$ cat src/rtl/mem_arbiter_rr.sv
// Shared single-port RAM arbiter: client 0 owns every PRIO_PERIOD-th slot, clients 1..N-1
// round-robin over the rest; read returns are broadcast and tagged by a one-hot valid.
module mem_arbiter_rr #(
  parameter int unsigned NUM_CLIENTS = 4,
  parameter int unsigned ADDR_W      = 17,
  parameter int unsigned DATA_W      = 32,
  parameter int unsigned WBEN_W      = 4,
  parameter int unsigned PRIO_PERIOD = 2,
  parameter int unsigned RD_LATENCY  = 2
) (
  input  logic                          clk,
  input  logic                          rst_,
  input  logic [NUM_CLIENTS*ADDR_W-1:0] req_addr,
  input  logic [NUM_CLIENTS*DATA_W-1:0] req_wrdata,
  input  logic [NUM_CLIENTS*WBEN_W-1:0] req_op,
  input  logic [NUM_CLIENTS-1:0]        req_rts,
  output logic [NUM_CLIENTS-1:0]        req_rtr,
  output logic [WBEN_W-1:0]             mem_wben,
  output logic [ADDR_W-1:0]             mem_addr,
  output logic [DATA_W-1:0]             mem_data_out,
  input  logic [DATA_W-1:0]             mem_data_in,
  output logic [DATA_W-1:0]             rd_data,
  output logic [NUM_CLIENTS-1:0]        rd_valid
);

  localparam int unsigned SLOT_W = (PRIO_PERIOD > 1) ? $clog2(PRIO_PERIOD) : 1;
  localparam int unsigned PTR_W  = (NUM_CLIENTS > 1) ? $clog2(NUM_CLIENTS) : 1;
  localparam int unsigned CW     = PTR_W + 1;
  localparam int unsigned DEPTH  = RD_LATENCY + 1;

  logic [NUM_CLIENTS-1:0] grant_q, grant_d;
  logic [SLOT_W-1:0]      slot_cnt_q, slot_cnt_d;
  logic [PTR_W-1:0]       rr_ptr_q, rr_ptr_d;
  logic [WBEN_W-1:0]      mem_wben_q, mem_wben_d;
  logic [ADDR_W-1:0]      mem_addr_q, mem_addr_d;
  logic [DATA_W-1:0]      mem_data_out_q, mem_data_out_d;
  logic [NUM_CLIENTS-1:0] pipe_q [DEPTH];
  logic [NUM_CLIENTS-1:0] pipe_d [DEPTH];
  logic [NUM_CLIENTS-1:0] xfc_c;
  logic [CW-1:0]          cand;
  logic                   found;

  assign xfc_c = req_rts & grant_q;

  // Next grant: client 0 slot, then round-robin from rr_ptr, then idle-slot reuse by client 0
  always_comb begin
    grant_d    = '0;
    rr_ptr_d   = rr_ptr_q;
    found      = 1'b0;
    cand       = '0;
    slot_cnt_d = (slot_cnt_q == SLOT_W'(PRIO_PERIOD - 1)) ? '0 : slot_cnt_q + SLOT_W'(1);
    if (slot_cnt_q == '0 && req_rts[0]) begin
      grant_d[0] = 1'b1;
    end else begin
      for (int k = 0; k < NUM_CLIENTS - 1; k++) begin
        cand = {1'b0, rr_ptr_q} + CW'(k);
        if (cand > CW'(NUM_CLIENTS - 1)) cand = cand - CW'(NUM_CLIENTS - 1);
        for (int j = 1; j < NUM_CLIENTS; j++) begin
          if (!found && req_rts[j] && cand == CW'(j)) begin
            found      = 1'b1;
            grant_d[j] = 1'b1;
            rr_ptr_d   = (j == NUM_CLIENTS - 1) ? PTR_W'(1) : PTR_W'(j + 1);
          end
        end
      end
      if (!found && req_rts[0]) grant_d[0] = 1'b1;
    end
  end

  // Capture the transferring client's payload; full writes carry no return tag
  always_comb begin
    mem_wben_d     = mem_wben_q;
    mem_addr_d     = mem_addr_q;
    mem_data_out_d = mem_data_out_q;
    pipe_d[0]      = '0;
    for (int i = 0; i < NUM_CLIENTS; i++) begin
      if (xfc_c[i]) begin
        mem_wben_d     = req_op[i*WBEN_W +: WBEN_W];
        mem_addr_d     = req_addr[i*ADDR_W +: ADDR_W];
        mem_data_out_d = req_wrdata[i*DATA_W +: DATA_W];
        if (req_op[i*WBEN_W +: WBEN_W] != '1) pipe_d[0][i] = 1'b1;
      end
    end
    for (int s = 1; s < DEPTH; s++) pipe_d[s] = pipe_q[s-1];
  end

  always_ff @(posedge clk or negedge rst_) begin
    if (!rst_) begin
      grant_q        <= '0;
      slot_cnt_q     <= '0;
      rr_ptr_q       <= PTR_W'(1);
      mem_wben_q     <= '0;
      mem_addr_q     <= '0;
      mem_data_out_q <= '0;
      for (int s = 0; s < DEPTH; s++) pipe_q[s] <= '0;
    end else begin
      grant_q        <= grant_d;
      slot_cnt_q     <= slot_cnt_d;
      rr_ptr_q       <= rr_ptr_d;
      mem_wben_q     <= mem_wben_d;
      mem_addr_q     <= mem_addr_d;
      mem_data_out_q <= mem_data_out_d;
      for (int s = 0; s < DEPTH; s++) pipe_q[s] <= pipe_d[s];
    end
  end

  assign req_rtr      = grant_q;
  assign mem_wben     = mem_wben_q;
  assign mem_addr     = mem_addr_q;
  assign mem_data_out = mem_data_out_q;
  assign rd_valid     = pipe_q[DEPTH-1];
  assign rd_data      = mem_data_in;

endmodule

$ cat config.mk
export PLATFORM = sky130hd
export DESIGN_NAME = mem_arbiter_rr
export DESIGN_NICKNAME = d
export VERILOG_FILES = /design/src/rtl/mem_arbiter_rr.sv
export SDC_FILE = /design/constraint.sdc
export NUM_CORES = 1
export LEC_CHECK = 0
export CAP_MARGIN = 0
export CORE_AREA = 2 2 132 134
export DETAILED_ROUTE_END_ITERATION = 7
export DIE_AREA = 0 0 134 136
export PLACE_DENSITY = 0.73
export SLEW_MARGIN = 5
export SYNTH_ARGS = -nofsm -noshare
export SYNTH_HDL_FRONTEND = slang
export SYNTH_SLANG_ARGS = --single-unit
$ cat constraint.sdc
create_clock -name clk -period 1.7 [get_ports clk]
set_input_delay 0.425 -clock clk [delete_from_list [all_inputs] [get_ports clk]]
set_output_delay 0.425 -clock clk [all_outputs]
set_load 0.005 [all_outputs]
==> impl_metrics.toml <==
[route]
ant_nets = 0
detail_route.first_pass.iterations = 4
drc = 0
top_layer_used = "met4"
wirelength_mm = 16.8
met3_wirelength_mm = 1.33
wl_per_cell_um = 16.7
wl_met1_mm = 6.99
vias_per_cell = 4.68
wl_met2_mm = 8.02
vias = 4699
drtIter0Drc = 144

[synth]
synth_cells = 511
post-synth-top-count-cell = "nand2_1"
synth_cell_type_count = 30
ys_async_sr_fraction_pct = 100
synth_area_um2 = 4560
synth_ff_type = "dfrtp_1"
yosysTopAreaCell = "dfrtp_1"
synth_top_cell_area_share_pct = 38.9
synth-seq-cells = 72
yosys_warnings = 0
synth.net_count = 765
yosys-top-cells-area = "dfrtp_1 39%, mux2i_1 12%, o22a_1 10%"
synth_edf_count = 0
synth.avg_cell_area_um2 = 8.93
synth_common_cells = "113 x nand2_1, 71 x dfrtp_1, 57 x o21ai_0"
ys_seq_area_share_pct = 39.5

[cts]
root_buffer = "clkbuf_16"
cts_hold_buf = 0
cts_buffer_depth = 2
clock_latency_ns = 0.33
cts_tree = "built"
cts_made_buffers = 9
clock-sinks = 72
clk_pin_slew_ns = 0.05
cts_max_level = 3

[timing]
whs_ns = 0.0325
fin_skew_ns = 0.00562
period_minus_slack_ns = 1.65
worst_pin_slew_ns = 0.440
tns_ns = 0
rsz0062_at_grt = "no"
finalHoldViolations = 0
slew_headroom_pct = 70.7
finalSetupViolCount = 0
layout_setup_ws_ns = 0.0470
max_freq_mhz = 605
maxSlewViolCount = 0
period_share_pct = 97.2

[global_routing]
grt_pass1_wl_mm = 24.8
grt_max_degree = 59
grt_pass1_vias = 4651
antenna_found_initial = 0
grt_util_all_layers_pct = 17.6
grt_overflow = 0

[placed_design]
gp_congestion = 0.881
dp_cells = 979
dp_hpwl_mm = 12.4
port_buffers = 278
dpl-instance-area_um2 = 7550
place_ws_ns = -0.336

[finish]
fin_cells = 1003
fin_util_pct = 47.2
drive_gt1_share_pct = 9.25
syn_to_final_growth_pct = 74.7
finalInstanceArea_um2 = 7970
nNetsFinal = 1027
n_antenna_cell = 0
fillers = 1634

[floorplanning]
die_h_um = 136
die_w_um = 134
die-area_um2 = 18200
core_um2 = 16900
start_util_pct = 27.0
floorplan.rows = 48
ios = 343

[setup_path]
rr_worst_depth = 6
crit_required_ns = 1.92
critPathLaunchType = "flop"
reg2reg_slack_ns = 0.05
worstSetupPathType = "reg2reg"
slowest_stage = "dfstp_2"
path_common_cell = "a32o_1"
worstPathArrival_ns = 1.87
endpoint_kind = "flop"
r2r-start = "rr_ptr_q[0]$_DFFE_PN1P_"
crit_fanout = 3
critPathMaxStageDelay_ns = 0.53
r2r-end = "rr_ptr_q[1]$_DFFE_PN0P_"
crit_chain = "buf_4 -> ha_1 -> nand2_1 -> and3_1 -> a32o_1 -> a32o_1"

[status]
status = "complete, no violations"

[power]
p_per_area_nw_per_um2 = 1220
p_leak_nw = 3.56
fin_total_pwr_mw = 9.74
vdd_drop_max_mv = 0.547

[hold_path]
worstHoldPathType = "in2async"

[run]
max_cap_violations = 0
==> critical path, delay by kind of cell (launching register included) <==
family	cells	cell delay, ns
buf+inv	1	0.12
flops	1	0.53
compound gates	2	0.46
simple gates	2	0.24
fa+ha+maj	1	0.20
==> placed cells by master, fill, tap and decap left out, types with 2 or more instances in the layout <==
master | synthesis | layout
ha_4 | 0 | 2
a32o_1 | 2 | 2
and3_1 | 2 | 2
o21ai_1 | 1 | 3
o22a_1 | 53 | 53
inv_1 | 5 | 4
buf_4 | 35 | 33
nand2_1 | 113 | 113
mux2i_1 | 53 | 53
o21ai_0 | 57 | 55
dfrtp_1 | 71 | 70
buf_12 | 0 | 10
a21boi_0 | 2 | 2
clkbuf_16 | 0 | 11
nor2b_1 | 2 | 2
a41oi_1 | 4 | 4
dlymetal6s2s_1 | 0 | 6
clkdlybuf4s50_1 | 0 | 270
clkbuf_1 | 8 | 3
a21oi_1 | 56 | 56
clkinv_2 | 0 | 2
==> registers in the layout, summed over array words and instances (netlist names) <==
signal and cells:
rr_ptr_q 2, mem_wben 4, req_rtr 4, mem_addr 17, slot_cnt_q 1, mem_data_out 32, pipe_d 8, rd_valid 4
==> metal layers <==
layer,up-vias,global-route usage (%)
li1,2323,-
met1,2143,20.7
met2,204,30.0
met3,29,5.15
met4,0,7.09
met5,-,0
==> how the worst max path moves through the flow <==
| stage | startpoint | endpoint | slack [ns] |
|---|---|---|---|
| floorplan | rr_ptr_q[0]$_DFFE_PN1P_ | rr_ptr_q[1]$_DFFE_PN0P_ | 0.003 |
| global placement | req_rts[1] | rr_ptr_q[1]$_DFFE_PN0P_ | -0.33 |
| detailed placement | req_rts[1] | rr_ptr_q[1]$_DFFE_PN0P_ | -0.34 |
| CTS | mem_addr[16]$_DFFE_PN0P_ | mem_addr[16] | 0.002 |
| global route | rr_ptr_q[0]$_DFFE_PN1P_ | rr_ptr_q[1]$_DFFE_PN0P_ | 0.007 |
| finish | rr_ptr_q[0]$_DFFE_PN1P_ | rr_ptr_q[1]$_DFFE_PN0P_ | 0.05 |
==> cells by family (layout without fill, tap and decap cells) <==
logic type | Yosys count | count (layout) | synth area share (%)
DFF | 72 | 72 | 39.5
adders and majority gates | 4 | 4 | 1.10
AOI/OAI and AO/OA | 179 | 179 | 24.8
and+or+nand+nor | 126 | 126 | 11.7
buffers and inverters | 77 | 344 | 11.2
muxes | 53 | 53 | 11.6
==> area by class of cell <==
type | count | area (µm²) | share of cell area (%)
Clock buffer | 13 | 250 | 3.14
Sequential cell | 72 | 1800 | 22.6
Timing Repair Buffer | 323 | 3310 | 41.5
Multi-Input combinational cell | 362 | 2290 | 28.7
Tap cell | 225 | 282 | 3.53
Inverter | 5 | 18.8 | 0.235
Clock inverter | 3 | 17.5 | 0.220
==> where the power goes <==
group          internal, mW  leakage, nW  switching, mW
Sequential             2.44        0.831          0.396
Clock                  1.02        0.130          0.724
Combinational          3.12         2.60           2.02
==> what timing repair did <==
item / CTS / global route
pin swaps: 1 / 2
resized for setup: 5 / 13
endpoints found under the setup margin: 4 / 16
cloned: 0 / 2
buffers inserted: 1 / 5
(Power assumes the default switching activity.)
